[config.mk]
export PLATFORM = sky130hd
export DESIGN_NAME = punctured_conv_encoder_flat
export DESIGN_NICKNAME = d
export VERILOG_FILES = /design/src/rtl/conv_encoder_pkg.sv /design/src/rtl/punctured_conv_encoder_if.sv /design/src/rtl/conv_encoder_core.sv /design/src/rtl/punctured_conv_encoder.sv /design/src/flat_wrapper.sv
export SDC_FILE = /design/constraint.sdc
export NUM_CORES = 1
export LEC_CHECK = 0
export CORE_AREA = 5 5 42 44
export CTS_BUF_LIST = sky130_fd_sc_hd__clkbuf_8 sky130_fd_sc_hd__clkbuf_16
export CTS_CLUSTER_DIAMETER = 40
export CTS_CLUSTER_SIZE = 12
export DETAILED_ROUTE_END_ITERATION = 8
export DIE_AREA = 0 0 47 49
export GPL_TIMING_DRIVEN = 0
export PLACE_DENSITY_LB_ADDON = 0.1
export SYNTH_ARGS = -nofsm -noshare
export SYNTH_HDL_FRONTEND = slang
export SYNTH_SLANG_ARGS = --single-unit
[constraint.sdc]
create_clock -name Clock -period 2 [get_ports Clock]
set_clock_uncertainty 0.15 [all_clocks]
set_input_delay 0.5 -clock Clock [delete_from_list [all_inputs] [get_ports Clock]]
set_output_delay 0.5 -clock Clock [all_outputs]
set_load 0.02 [all_outputs]
[src/rtl/conv_encoder_pkg.sv]
// Shared constants and helpers for the punctured convolutional encoder:
// default constraint length and generators, rate encodings, puncture periods
// and the per-phase keep pattern.
package conv_encoder_pkg;

    localparam int CONV_K = 7;
    localparam logic [CONV_K-1:0] CONV_G0 = 7'o133;
    localparam logic [CONV_K-1:0] CONV_G1 = 7'o171;

    typedef enum logic [1:0] {
        RATE_1_2     = 2'b00,
        RATE_2_3     = 2'b01,
        RATE_3_4     = 2'b10,
        RATE_1_2_ALT = 2'b11
    } rate_e;

    localparam logic [1:0] PERIOD_1_2 = 2'd1;
    localparam logic [1:0] PERIOD_2_3 = 2'd2;
    localparam logic [1:0] PERIOD_3_4 = 2'd3;

    typedef struct packed {
        logic keep_a;
        logic keep_b;
    } keep_t;

    // Number of input bits in one puncture period for a rate
    function automatic logic [1:0] rate_period(input rate_e rate);
        logic [1:0] period;
        case (rate)
            RATE_2_3: period = PERIOD_2_3;
            RATE_3_4: period = PERIOD_3_4;
            default:  period = PERIOD_1_2;
        endcase
        return period;
    endfunction

    // Which of A/B survive puncturing at a given phase of the period
    function automatic keep_t puncture_keep(input rate_e rate, input logic [1:0] phase);
        keep_t keep;
        keep = '{keep_a: 1'b1, keep_b: 1'b1};
        if (phase == 2'd1 && (rate == RATE_2_3 || rate == RATE_3_4)) begin
            keep = '{keep_a: 1'b1, keep_b: 1'b0};
        end else if (phase == 2'd2 && rate == RATE_3_4) begin
            keep = '{keep_a: 1'b0, keep_b: 1'b1};
        end
        return keep;
    endfunction

endpackage

[src/rtl/punctured_conv_encoder_if.sv]
// Streaming bus of the encoder: serial input bits in, serial coded bits out,
// each with its own valid/ready handshake.
interface punctured_conv_encoder_if;
    logic In_Bit;
    logic In_Valid;
    logic In_Ready;
    logic Out_Bit;
    logic Out_Valid;
    logic Out_Ready;

    // Data source and coded-bit sink side
    modport master (
        output In_Bit, In_Valid, Out_Ready,
        input  In_Ready, Out_Bit, Out_Valid
    );

    // Encoder side
    modport slave (
        input  In_Bit, In_Valid, Out_Ready,
        output In_Ready, Out_Bit, Out_Valid
    );
endinterface

[src/rtl/conv_encoder_core.sv]
// Convolutional encoder core: K-1 bit state register and the two parity
// outputs A/B. Generator MSB taps the current input, lower bits tap the
// state with the most recent past bit next to the MSB.
module conv_encoder_core
    import conv_encoder_pkg::*;
#(
    parameter int              K  = CONV_K,
    parameter logic [K-1:0]    G0 = CONV_G0,
    parameter logic [K-1:0]    G1 = CONV_G1
) (
    input  logic clk,
    input  logic rst_n,
    input  logic clear,
    input  logic shift_en,
    input  logic in_bit,
    output logic a_bit,
    output logic b_bit
);

    logic [K-2:0] state_reg;
    logic [K-2:0] state_next;
    logic [K-1:0] window;
    logic [K-1:0] taps_a;
    logic [K-1:0] taps_b;

    assign window = {in_bit, state_reg};

    generate
        for (genvar gi = 0; gi < K; gi++) begin : g_taps
            assign taps_a[gi] = G0[gi] & window[gi];
            assign taps_b[gi] = G1[gi] & window[gi];
        end
    endgenerate

    assign a_bit = ^taps_a;
    assign b_bit = ^taps_b;

    // Shift the accepted bit in at the top; packet boundary clears history
    always_comb begin
        state_next = state_reg;
        if (clear) begin
            state_next = '0;
        end else if (shift_en) begin
            state_next = {in_bit, state_reg[K-2:1]};
        end
    end

    // State register
    always_ff @(posedge clk or negedge rst_n) begin
        if (!rst_n) begin
            state_reg <= '0;
        end else begin
            state_reg <= state_next;
        end
    end

endmodule

[src/rtl/punctured_conv_encoder.sv]
// Punctured convolutional encoder top: puncturing, 2-entry pending buffer
// and the input/output handshakes around conv_encoder_core.
// Build option: define CONV_PUNCTURE_EN to support rates 2/3 and 3/4;
// without it the Rate input is ignored and the encoder runs at rate 1/2.
module punctured_conv_encoder
    import conv_encoder_pkg::*;
#(
    parameter int              K  = CONV_K,
    parameter logic [K-1:0]    G0 = CONV_G0,
    parameter logic [K-1:0]    G1 = CONV_G1
) (
    input  logic                     Clock,
    input  logic                     Reset,
    input  logic                     Init,
    input  logic [1:0]               Rate,
    punctured_conv_encoder_if.slave  bus
);

    logic       a_bit;
    logic       b_bit;
    logic       accept;
    logic       out_fire;
    keep_t      keep;
    logic [1:0] count_reg;
    logic [1:0] count_next;
    logic [1:0] buf_reg;      // [0] is the head shown on Out_Bit
    logic [1:0] buf_next;

    assign out_fire     = (count_reg != 2'd0) && bus.Out_Ready;
    assign bus.In_Ready = !Init && ((count_reg == 2'd0) || (count_reg == 2'd1 && out_fire));
    assign accept       = bus.In_Valid && bus.In_Ready;
    assign bus.Out_Valid = (count_reg != 2'd0);
    assign bus.Out_Bit   = buf_reg[0];

    conv_encoder_core #(
        .K  (K),
        .G0 (G0),
        .G1 (G1)
    ) u_core (
        .clk      (Clock),
        .rst_n    (Reset),
        .clear    (Init),
        .shift_en (accept),
        .in_bit   (bus.In_Bit),
        .a_bit    (a_bit),
        .b_bit    (b_bit)
    );

`ifdef CONV_PUNCTURE_EN
    logic [1:0] phase_reg;
    logic [1:0] phase_next;
    rate_e      rate_reg;
    rate_e      rate_next;
    rate_e      rate_eff;

    // A new rate is only picked up by the first bit of a period
    assign rate_eff = (phase_reg == 2'd0) ? rate_e'(Rate) : rate_reg;
    assign keep     = puncture_keep(rate_eff, phase_reg);

    // Advance the phase per accepted bit, wrapping at the period end
    always_comb begin
        phase_next = phase_reg;
        rate_next  = rate_reg;
        if (Init) begin
            phase_next = 2'd0;
            rate_next  = RATE_1_2;
        end else if (accept) begin
            rate_next  = rate_eff;
            phase_next = (phase_reg + 2'd1 == rate_period(rate_eff)) ? 2'd0 : phase_reg + 2'd1;
        end
    end

    // Phase counter and latched rate
    always_ff @(posedge Clock or negedge Reset) begin
        if (!Reset) begin
            phase_reg <= 2'd0;
            rate_reg  <= RATE_1_2;
        end else begin
            phase_reg <= phase_next;
            rate_reg  <= rate_next;
        end
    end
`else
    logic unused_rate;

    assign unused_rate = ^Rate;
    assign keep        = '{keep_a: 1'b1, keep_b: 1'b1};
`endif

    // Pop the head on an output transfer, then load the kept bits of an
    // accepted input (the buffer is always empty after the pop when that happens)
    always_comb begin
        count_next = count_reg;
        buf_next   = buf_reg;
        if (out_fire) begin
            count_next = count_reg - 2'd1;
            buf_next   = {1'b0, buf_reg[1]};
        end
        if (accept) begin
            if (keep.keep_a && keep.keep_b) begin
                buf_next   = {b_bit, a_bit};
                count_next = 2'd2;
            end else if (keep.keep_a) begin
                buf_next   = {1'b0, a_bit};
                count_next = 2'd1;
            end else begin
                buf_next   = {1'b0, b_bit};
                count_next = 2'd1;
            end
        end
        if (Init) begin
            buf_next   = 2'b00;
            count_next = 2'd0;
        end
    end

    // Pending buffer registers
    always_ff @(posedge Clock or negedge Reset) begin
        if (!Reset) begin
            count_reg <= 2'd0;
            buf_reg   <= 2'b00;
        end else begin
            count_reg <= count_next;
            buf_reg   <= buf_next;
        end
    end

endmodule
[src/flat_wrapper.sv]
// flat-port wrapper written by rule: the top's interface ports become plain ports
module punctured_conv_encoder_flat import conv_encoder_pkg::*;
#(
    parameter int              K  = CONV_K,
    parameter logic [K-1:0]    G0 = CONV_G0,
    parameter logic [K-1:0]    G1 = CONV_G1
)
  (Clock, Reset, Init, Rate, bus_In_Bit, bus_In_Valid, bus_Out_Ready, bus_In_Ready, bus_Out_Bit, bus_Out_Valid);
  punctured_conv_encoder_if bus_i ();
  input  logic Clock;
  input  logic Reset;
  input  logic Init;
  input  logic [1:0] Rate;
  input wire logic [$bits(bus_i.In_Bit)-1:0] bus_In_Bit;
  input wire logic [$bits(bus_i.In_Valid)-1:0] bus_In_Valid;
  input wire logic [$bits(bus_i.Out_Ready)-1:0] bus_Out_Ready;
  output wire logic [$bits(bus_i.In_Ready)-1:0] bus_In_Ready;
  output wire logic [$bits(bus_i.Out_Bit)-1:0] bus_Out_Bit;
  output wire logic [$bits(bus_i.Out_Valid)-1:0] bus_Out_Valid;
  assign bus_i.In_Bit = bus_In_Bit;
  assign bus_i.In_Valid = bus_In_Valid;
  assign bus_i.Out_Ready = bus_Out_Ready;
  assign bus_In_Ready = bus_i.In_Ready;
  assign bus_Out_Bit = bus_i.Out_Bit;
  assign bus_Out_Valid = bus_i.Out_Valid;
  punctured_conv_encoder #(.K(K), .G0(G0), .G1(G1)) u_core (.Clock(Clock), .Reset(Reset), .Init(Init), .Rate(Rate), .bus(bus_i));
endmodule
# Word level (Yosys, flattened, before mapping)

Index checks and enable logic that the tools add are counted.

Reductions and logical operators: 12
Add/subtract/negate cells: 1
Eq/ne operators: 1
Multiplexer cells: 8

Operators by type and width:

| cell                                                                   | number |
|---|---|
| 7-bit parity                                                           | 2 |
| 2-bit two-way mux                                                      | 6 |
| 6-bit two-way mux                                                      | 2 |
| 1-bit logical AND                                                      | 4 |
| 2-bit nonzero test                                                     | 2 |
| 3-bit nonzero test                                                     | 1 |
| 2-bit by 1-bit equality test with 1-bit output (second input constant) | 1 |
| 2-bit logical NOT                                                      | 1 |
| 2-bit by 1-bit subtractor with 2-bit output (second input constant)    | 1 |
| 1-bit logical NOT                                                      | 1 |
| 1-bit logical OR                                                       | 1 |

Output and inout port bits: 3
Register bits after elaboration: 10
Word-level logic and storage cells: 25
Input bits: 8

# Longest topological paths before layout

Gate-level depths: netlist of run 1.

Depth in word-level cells: 8
Mapped depth: 5
Depth with buffers taken out: 5

# Modules after synthesis

Synthesis of run 1 repeated with hierarchy kept, for this count alone.

Cell total of the unflattened synthesis: 45
Area, all modules: 573.0 sq um

Modules (own cells, without submodules):

| module                 | cells an instance | area each (sq um) | seq. area each (sq um) | times used |
|---|---|---|---|---|
| conv_encoder_core      | 22                | 310.3             | 150.1                  | 1 |
| punctured_conv_encoder | 23                | 262.8             | 100.1                  | 1 |

# Worst setup path before layout of run 1

No wires, ideal clock.

Kind: reg2reg
Start: register u_core.count_reg[0]
End: register u_core.u_core.state_reg[5]
Slack: 0.296 ns
Buffers on the path: 0
Arrival: 1.429 ns
Stages on the path, launching flop included: 6
Cells stage by stage: dfrtp_1 -> inv_1 -> ha_1 -> a21oi_1 -> nor3b_4 -> mux2_2

Cells in the longest elaborated chain, start to end: 7
Elaborated cells between the ends (all ways): 9
Classes of those cells: eq/ne (1); reduce/logical (8)

RTL lines:

| item                           | line                          | source |
|---|---|---|
| from (decl)                    | punctured_conv_encoder.sv:24  | `logic [1:0] count_reg;` |
| from (signal assigned)         | punctured_conv_encoder.sv:123 | `count_reg <= count_next;` |
| 2-bit nonzero test             | punctured_conv_encoder.sv:29  | `assign out_fire = (count_reg != 2'd0) && bus.Out_Ready;` |
| 1-bit logical AND              | punctured_conv_encoder.sv:29  |  |
| 1-bit logical AND              | punctured_conv_encoder.sv:30  | `assign bus.In_Ready = !Init && ((count_reg == 2'd0) \|\| (count_reg == 2'd1 && out_fire));` |
| 1-bit logical OR *             | punctured_conv_encoder.sv:30  |  |
| 1-bit logical AND *            | punctured_conv_encoder.sv:30  |  |
| 1-bit logical AND *            | punctured_conv_encoder.sv:31  | `assign accept = bus.In_Valid && bus.In_Ready;` |
| 2-bit nonzero test (no line) * | -                             |  |
| to (signal assigned)           | conv_encoder_core.sv:53       | `state_reg <= state_next;` |
| to (decl)                      | conv_encoder_core.sv:20       | `logic [K-2:0] state_reg;` |

Every way passes the cells marked *; elsewhere a longest branch is shown, timed or not.
A chain may end at the register's enable or synchronous reset.

# Worst setup path after layout of run 1

Start: input port bus_In_Bit
End: register u_core.buf_reg[0]

Cells in the longest elaborated chain, start to end: 3

RTL lines:

| item                 | line                          | source |
|---|---|---|
| from (decl)          | flat_wrapper.sv:14            | `input wire logic [$bits(bus_i.In_Bit)-1:0] bus_In_Bit;` |
| 7-bit parity         | conv_encoder_core.sv:35       | `assign a_bit = ^taps_a;` |
| 2-bit two-way mux    | punctured_conv_encoder.sv:99  | `if (accept) begin` |
| 2-bit two-way mux    | punctured_conv_encoder.sv:111 | `if (Init) begin` |
| to (signal assigned) | punctured_conv_encoder.sv:124 | `buf_reg <= buf_next;` |
| to (decl)            | punctured_conv_encoder.sv:26  | `logic [1:0] buf_reg;` |

Every way passes these cells.

==> key figures, run 1 <==
Synthesis
  – Top cells by area, synth: dfrtp_1 (43%), mux2_2 (9.8%), nor2b_1 (5.4%)
  – Most frequent cell after synthesis: dfrtp_1
  – Post-Syn Nets: 58
  – Syn avg cell area: roughly 12 µm²
  – Post-synth EDFFs: 0
  – Dominant synthesized flop cell: dfrtp_1
  – Synth top cells by count: dfrtp_1 (10), mux2_2 (5), nor2b_1 (5)
  – Register area share after synthesis: between 40 and 50%
  – Ys async rst share: 100%
  – Area leader, netlist: dfrtp_1
  – Top-area cell type share of the netlist area: a little over two fifths
  – Synthesis-stage register bit count: 10
  – Post-synthesis cell area: approximately 580 µm²
  – YS warnings: 0
  – Synth unique cells: 22
  – Post-synthesis cell count: 48

Hold path
  – Hold Crit Class: flop to flop
  – Hold Path Depth: 1
  – Hold EP: u_core.u_core.state_reg[1]
  – Start point of the worst hold path: u_core.u_core.state_reg[2]

Global routing
  – Initial antenna violation count: 0
  – Grt ovf: 0
  – Vias in the first global route: approximately 380
  – Largest net degree at the start of global routing: 11
  – Global-route wire length before repair: 1.60 mm
  – GRT Util Overall: under 10%

Die
  – # IOs: 11
  – Initial Utilization: about 41%
  – Die area: around 2300 µm²
  – Number of core rows: 14
  – Core region area: between 1000 and 1500 µm²
  – Die height: just under 50 µm
  – DIE WIDTH: 47 µm

Clock tree
  – Clk_lat worst skew: roughly 0.23 ns
  – CTS root buffer: clkbuf_8
  – Clk buf depth: 2
  – CTS tree: built
  – CTS H-tree lvls: 1
  – Hold Buf Count CTS: 0
  – CTS Sinks: 10
  – Clock transition at path regs: ~0.04 ns
  – CTS Buf Count: 3

Timing
  – Worst Tran Pin Value: 0.477 ns
  – Pins over their slew limit: 0
  – # setup viols final: 0
  – Final hold slack: approximately 0.35 ns
  – Relative slew margins: approximately two thirds
  – RSZ-0062 raised after global routing: false
  – Fmax achieved: between 500 and 600 MHz
  – Tcrit/Tclk final: between 90% and 100%
  – Final min period: a little under 2 ns
  – Hold Vio Cnt, Final: 0

Status
  – Outcome: finished, final reports clean

Worst setup path
  – R2r startpoint: u_core.count_reg[0]
  – Kind of end point of the critical path: flop
  – R2R Setup Slk: roughly 0.16 ns
  – Crit start category: input port
  – CP Class: input port to flop
  – Required time worst endpoint: approximately 2 ns
  – Worst Path Arrival: about 1.9 ns
  – Worst-path maximum fanout: 2
  – RR Endpoint: u_core.u_core.state_reg[2]
  – R2R cell count: 5

Cells and area
  – # nets final: 71
  – Largest register FFs: 6
  – Antenna cells: 0
  – Area Overhead vs Synth: 26.5%
  – Layout Utilization: 52.1%
  – Non-filler instance count after layout: 75
  – Share of layout cells above drive strength 1: approximately 22%

Placed design
  – Port Buffers: 8
  – Placed Cells incl. Taps: between 70 and 80
  – GPL Wtd Cong: around 0.70
  – Post-DP HPWL: just over 700 µm

Run
  – # Max-Cap Violations: 0

Routing
  – Remaining antenna violation count after routing: 0
  – Via density per instance: between 5 and 6
  – DR pass1 iterations: 3
  – DRC Markers: 0
  – Drt total wl: roughly 980 µm
  – Via count: 388
  – Initial DRC count: 4
  – Routed len/inst: roughly 13 µm

Power
  – Static leakage: between 0.3 and 0.4 nW
  – Peak supply drop: around 540 µV
  – Pwr dens: 831 nW/µm²
area by class of cell:
cell class                 count  area, µm²
buffer                         1       13.8
clock buffer                   3       41.3
fill                         131        672
inverter                       4       15.0
multi-input combinational     33        314
sequential                    10        250
tap                           16       20.0
timing repair buffer           8       75.1
cell usage in the layout (no fill, tap or decap):
cell             count
mux2_2               5
dlymetal6s2s_1       1
a21oi_2              1
a211o_1              1
clkbuf_8             4
a21o_1               1
nor4bb_1             2
nor3_1               1
dfrtp_1             10
ha_1                 1
nor3b_4              1
ha_2                 1
nand2b_1             1
nand2_1              2
xnor2_1              3
nor3b_1              1
mux2i_1              1
buf_2                1
inv_1                4
dlygate4sd2_1        2
a311oi_1             1
clkdlybuf4s50_1      4
nor2b_1              5
xnor3_1              1
nor2_1               2
xor3_1               1
and4b_1              1
cell families (layout without fill, tap and decap cells):
logic type / count (synthesis) / in the layout / synth area share (%)
buffers and inverters: 5 / 16 / 3.25
adder cells (fa/ha/maj): 2 / 2 / 4.34
AO/OA/AOI/OAI: 4 / 4 / 5.21
flip-flops: 10 / 10 / 43.4
AND/OR/NAND/NOR: 16 / 16 / 19.7
multiplexers: 6 / 6 / 11.5
XOR/XNOR: 5 / 5 / 12.6
per-stage QoR:
step	power (W)	setup slack (ns)	area, µm²	setup TNS, ns
after floorplan	0.000350	0.296	577	0
after global placement	0.000411	-0.760	677	-2.04
after detailed placement	0.000410	-0.758	677	-2.06
after CTS	0.000613	-0.00259	724	-0.00259
after global routing	0.000643	0.00726	729	0
final	0.000607	0.0523	729	0
what timing repair did:
action | in CTS | in global routing
endpoints found under the setup margin | 2 | 2
pin swaps | 1 | 1
buffers inserted | 0 | 0
resized for setup | 10 | 2
layer usage:
metal	vias to the layer above	part of all wire, %	wire length [µm]	global-route usage, %
met5	-	0	0	0
met3	4	7.6	74	5.54
met1	188	46	452	12.3
met2	8	44	430	13.3
met4	0	1.9	19	5.53
li1	188	-	-	-
power breakdown:
group          leakage [nW]  switching, W  internal (W)
logic                 0.207     0.0000868     0.0000855
registers             0.136     0.0000107      0.000221
clock network        0.0216     0.0000714      0.000131
total                 0.365      0.000169      0.000438
worst max-delay path by stage:
stage                             start                    endpoint  slack, ns  depth (start not counted)
finish                       bus_In_Bit           u_core.buf_reg[0]       0.05                          4
global route        u_core.count_reg[1]               bus_Out_Valid      0.007                          4
CTS                       bus_Out_Ready                bus_In_Ready     -0.003                          4
detailed placement                 Init                bus_In_Ready      -0.76                          4
global placement                   Init                bus_In_Ready      -0.76                          4
floorplan           u_core.count_reg[0]  u_core.u_core.state_reg[5]       0.30                          5
worst max-delay path, cell delays in order:
cell	delay (ns)
clkdlybuf4s50_1	0.43
xnor2_1	0.29
xor3_1	0.38
a211o_1	0.30
(Power assumes the default switching activity.)
==> run 2, diff against run 1 <==
CORE_AREA = unset   (was 5 5 42 44)
CORE_MARGIN = 10   (was unset)
CORE_UTILIZATION = 30   (was unset)
DIE_AREA = unset   (was 0 0 47 49)
==> run 2 against run 1 <==
Against the previous run: sequential share of layout area fell by 1.2 points; critical endpoint is now bus_In_Ready; utilization is 9.6 points lower; first-iteration DRC count is the same; critical path type is now flop to primary output; largest power group unchanged.
==> key figures, run 2 (synthesis results as in run 1) <==
Status
  – Outcome: finished, final reports clean

Global routing
  – Initial antenna violation count: 0
  – Vias in the first global route: between 400 and 500
  – Grt ovf: 0
  – Largest net degree at the start of global routing: 11
  – GRT Util Overall: 5.86%
  – Global-route wire length before repair: around 1.9 mm

Timing
  – Relative slew margins: about two thirds
  – Tcrit/Tclk final: between 90 and 100%
  – RSZ-0062 raised after global routing: false
  – Fmax achieved: ~520 MHz
  – Pins over their slew limit: 0
  – # setup viols final: 0
  – Final min period: between 1.5 and 2 ns
  – TNS Setup: 0 ns
  – Final WS setup: 0.0944 ns
  – Worst Tran Pin Value: between 0.4 and 0.5 ns
  – Hold Vio Cnt, Final: 0

Power
  – Peak supply drop: 442 µV
  – Pwr dens: approximately 820 nW/µm²
  – PnR Total Power: 0.000621 W
  – Static leakage: around 0.37 nW

Routing
  – Via count: between 300 and 400
  – DR pass1 iterations: 3
  – Drt total wl: roughly 1.1 mm
  – Via density per instance: between 4 and 5
  – DRC Markers: 0
  – Remaining antenna violation count after routing: 0
  – Routed len/inst: 12.8 µm
  – Initial DRC count: 4

Run
  – # Max-Cap Violations: 0

Cells and area
  – Share of layout cells above drive strength 1: between 20% and 30%
  – Antenna cells: 0
  – Layout Utilization: between 40% and 50%
  – Largest register FFs: 6
  – # nets final: 72
  – Fillers: between 150 and 200
  – Commonest non-fill, non-tap cell in the layout: dfrtp_1
  – Most frequent cells in the layout: dfrtp_1 (10), nor2b_1 (5), mux2_2 (5)
  – Area Overhead vs Synth: 31.2%

Worst setup path
  – R2R Setup Slk: between 0.15 and 0.2 ns
  – CP Class: flop to primary output
  – Kind of end point of the critical path: primary output
  – Required time worst endpoint: 1.35 ns
  – Worst Path Arrival: 1.26 ns
  – Crit start category: flop
  – R2R cell count: 5
  – Worst-path maximum fanout: 3

Placed design
  – DP Worst Slack: -0.760 ns
  – GPL Wtd Cong: 0.699
  – Post-DP HPWL: 818 µm
  – Port Buffers: 8

Die
  – Initial Utilization: 32.4%
  – Number of core rows: 15
  – Die area: between 4000 and 5000 µm²
  – # IOs: 11
  – Core region area: roughly 1800 µm²
  – DIE WIDTH: between 60 and 70 µm
  – Die height: roughly 64 µm

Clock tree
  – CTS tree: built
  – Clk buf depth: 2
  – Clk_lat worst skew: around 0.23 ns
  – Hold Buf Count CTS: 0
  – CTS root buffer: clkbuf_8
  – CTS Sinks: 10
  – CTS H-tree lvls: 1
  – CTS Buf Count: 3
  – Clock transition at path regs: 0.05 ns

Hold path
  – Hold Crit Class: flop to flop
  – Hold Path Depth: 1
-- run 2: cell count changes in the layout (fill, tap and decap cells not counted) --
cell / previous run / this run
xnor2_2: 0 / 1
buf_4: 0 / 1
dlygate4sd2_1: 2 / 1
clkdlybuf4s15_1: 0 / 1
xnor2_1: 3 / 2
-- run 2: per-layer routing --
metal / wire (µm) / share of wire (%) / global-route usage [%] / vias to the layer above
met1: 533 / 49 / 6.85 / 189
met4: 10 / 0.92 / 3.28 / 0
met2: 510 / 47 / 8.71 / 4
li1: - / - / - / 190
met5: 0 / 0 / 0 / -
met3: 33 / 3.0 / 2.61 / 2
-- run 2: cell type report --
cell class / instances / area, µm² / share of cell area, %
Buffer: 1 / 13.8 / 1.82
Multi-Input combinational cell: 33 / 322 / 42.5
Inverter: 4 / 15.0 / 1.98
Clock buffer: 3 / 41.3 / 5.45
Tap cell: 25 / 31.3 / 4.13
Timing Repair Buffer: 9 / 83.8 / 11.1
Sequential cell: 10 / 250 / 33.1
-- run 2: worst paths after layout --
path                                                 start                    endpoint
worst min-delay path            u_core.u_core.state_reg[2]  u_core.u_core.state_reg[1]
min in group asynchronous                            Reset  u_core.u_core.state_reg[4]
worst min register to register  u_core.u_core.state_reg[2]  u_core.u_core.state_reg[1]
max in group asynchronous                            Reset  u_core.u_core.state_reg[1]
worst max-delay path                   u_core.count_reg[0]                bus_In_Ready
worst max register to register         u_core.count_reg[1]  u_core.u_core.state_reg[2]
-- run 2: critical path, cell delays in order (launching register included) --
cell,delay [ns]
dfrtp_1,0.39
ha_1,0.23
a21oi_2,0.20
nor2_1,0.05
buf_2,0.16
-- run 2: through the flow --
stage	cells	instance area (µm²)	hold WS, ns
2_1_floorplan	48	577	0.0544
3_3_place_gp	81	688	0.342
3_5_place_dp	81	688	0.345
4_1_cts	84	736	0.356
5_1_grt	85	757	0.375
6_report	85	757	0.347
-- run 2: timing repair --
action | in CTS | in global routing
pin swaps | 1 | 1
buffers inserted | 0 | 1
gates resized for setup | 10 | 4
endpoints found under the setup margin | 2 | 3
-- run 2: report_power, final --
group / total (W) / switching [W] / internal [W]
Clock: 0.000204 / 0.0000727 / 0.000131
Combinational: 0.000186 / 0.0000925 / 0.0000935
Sequential: 0.000231 / 0.00000981 / 0.000221
==> run 3, diff against run 2 <==
ABC_AREA = 0   (was unset)
==> results of run 3 <==
Same layout as run 2: the final DEF is identical, and so are final timing and power.
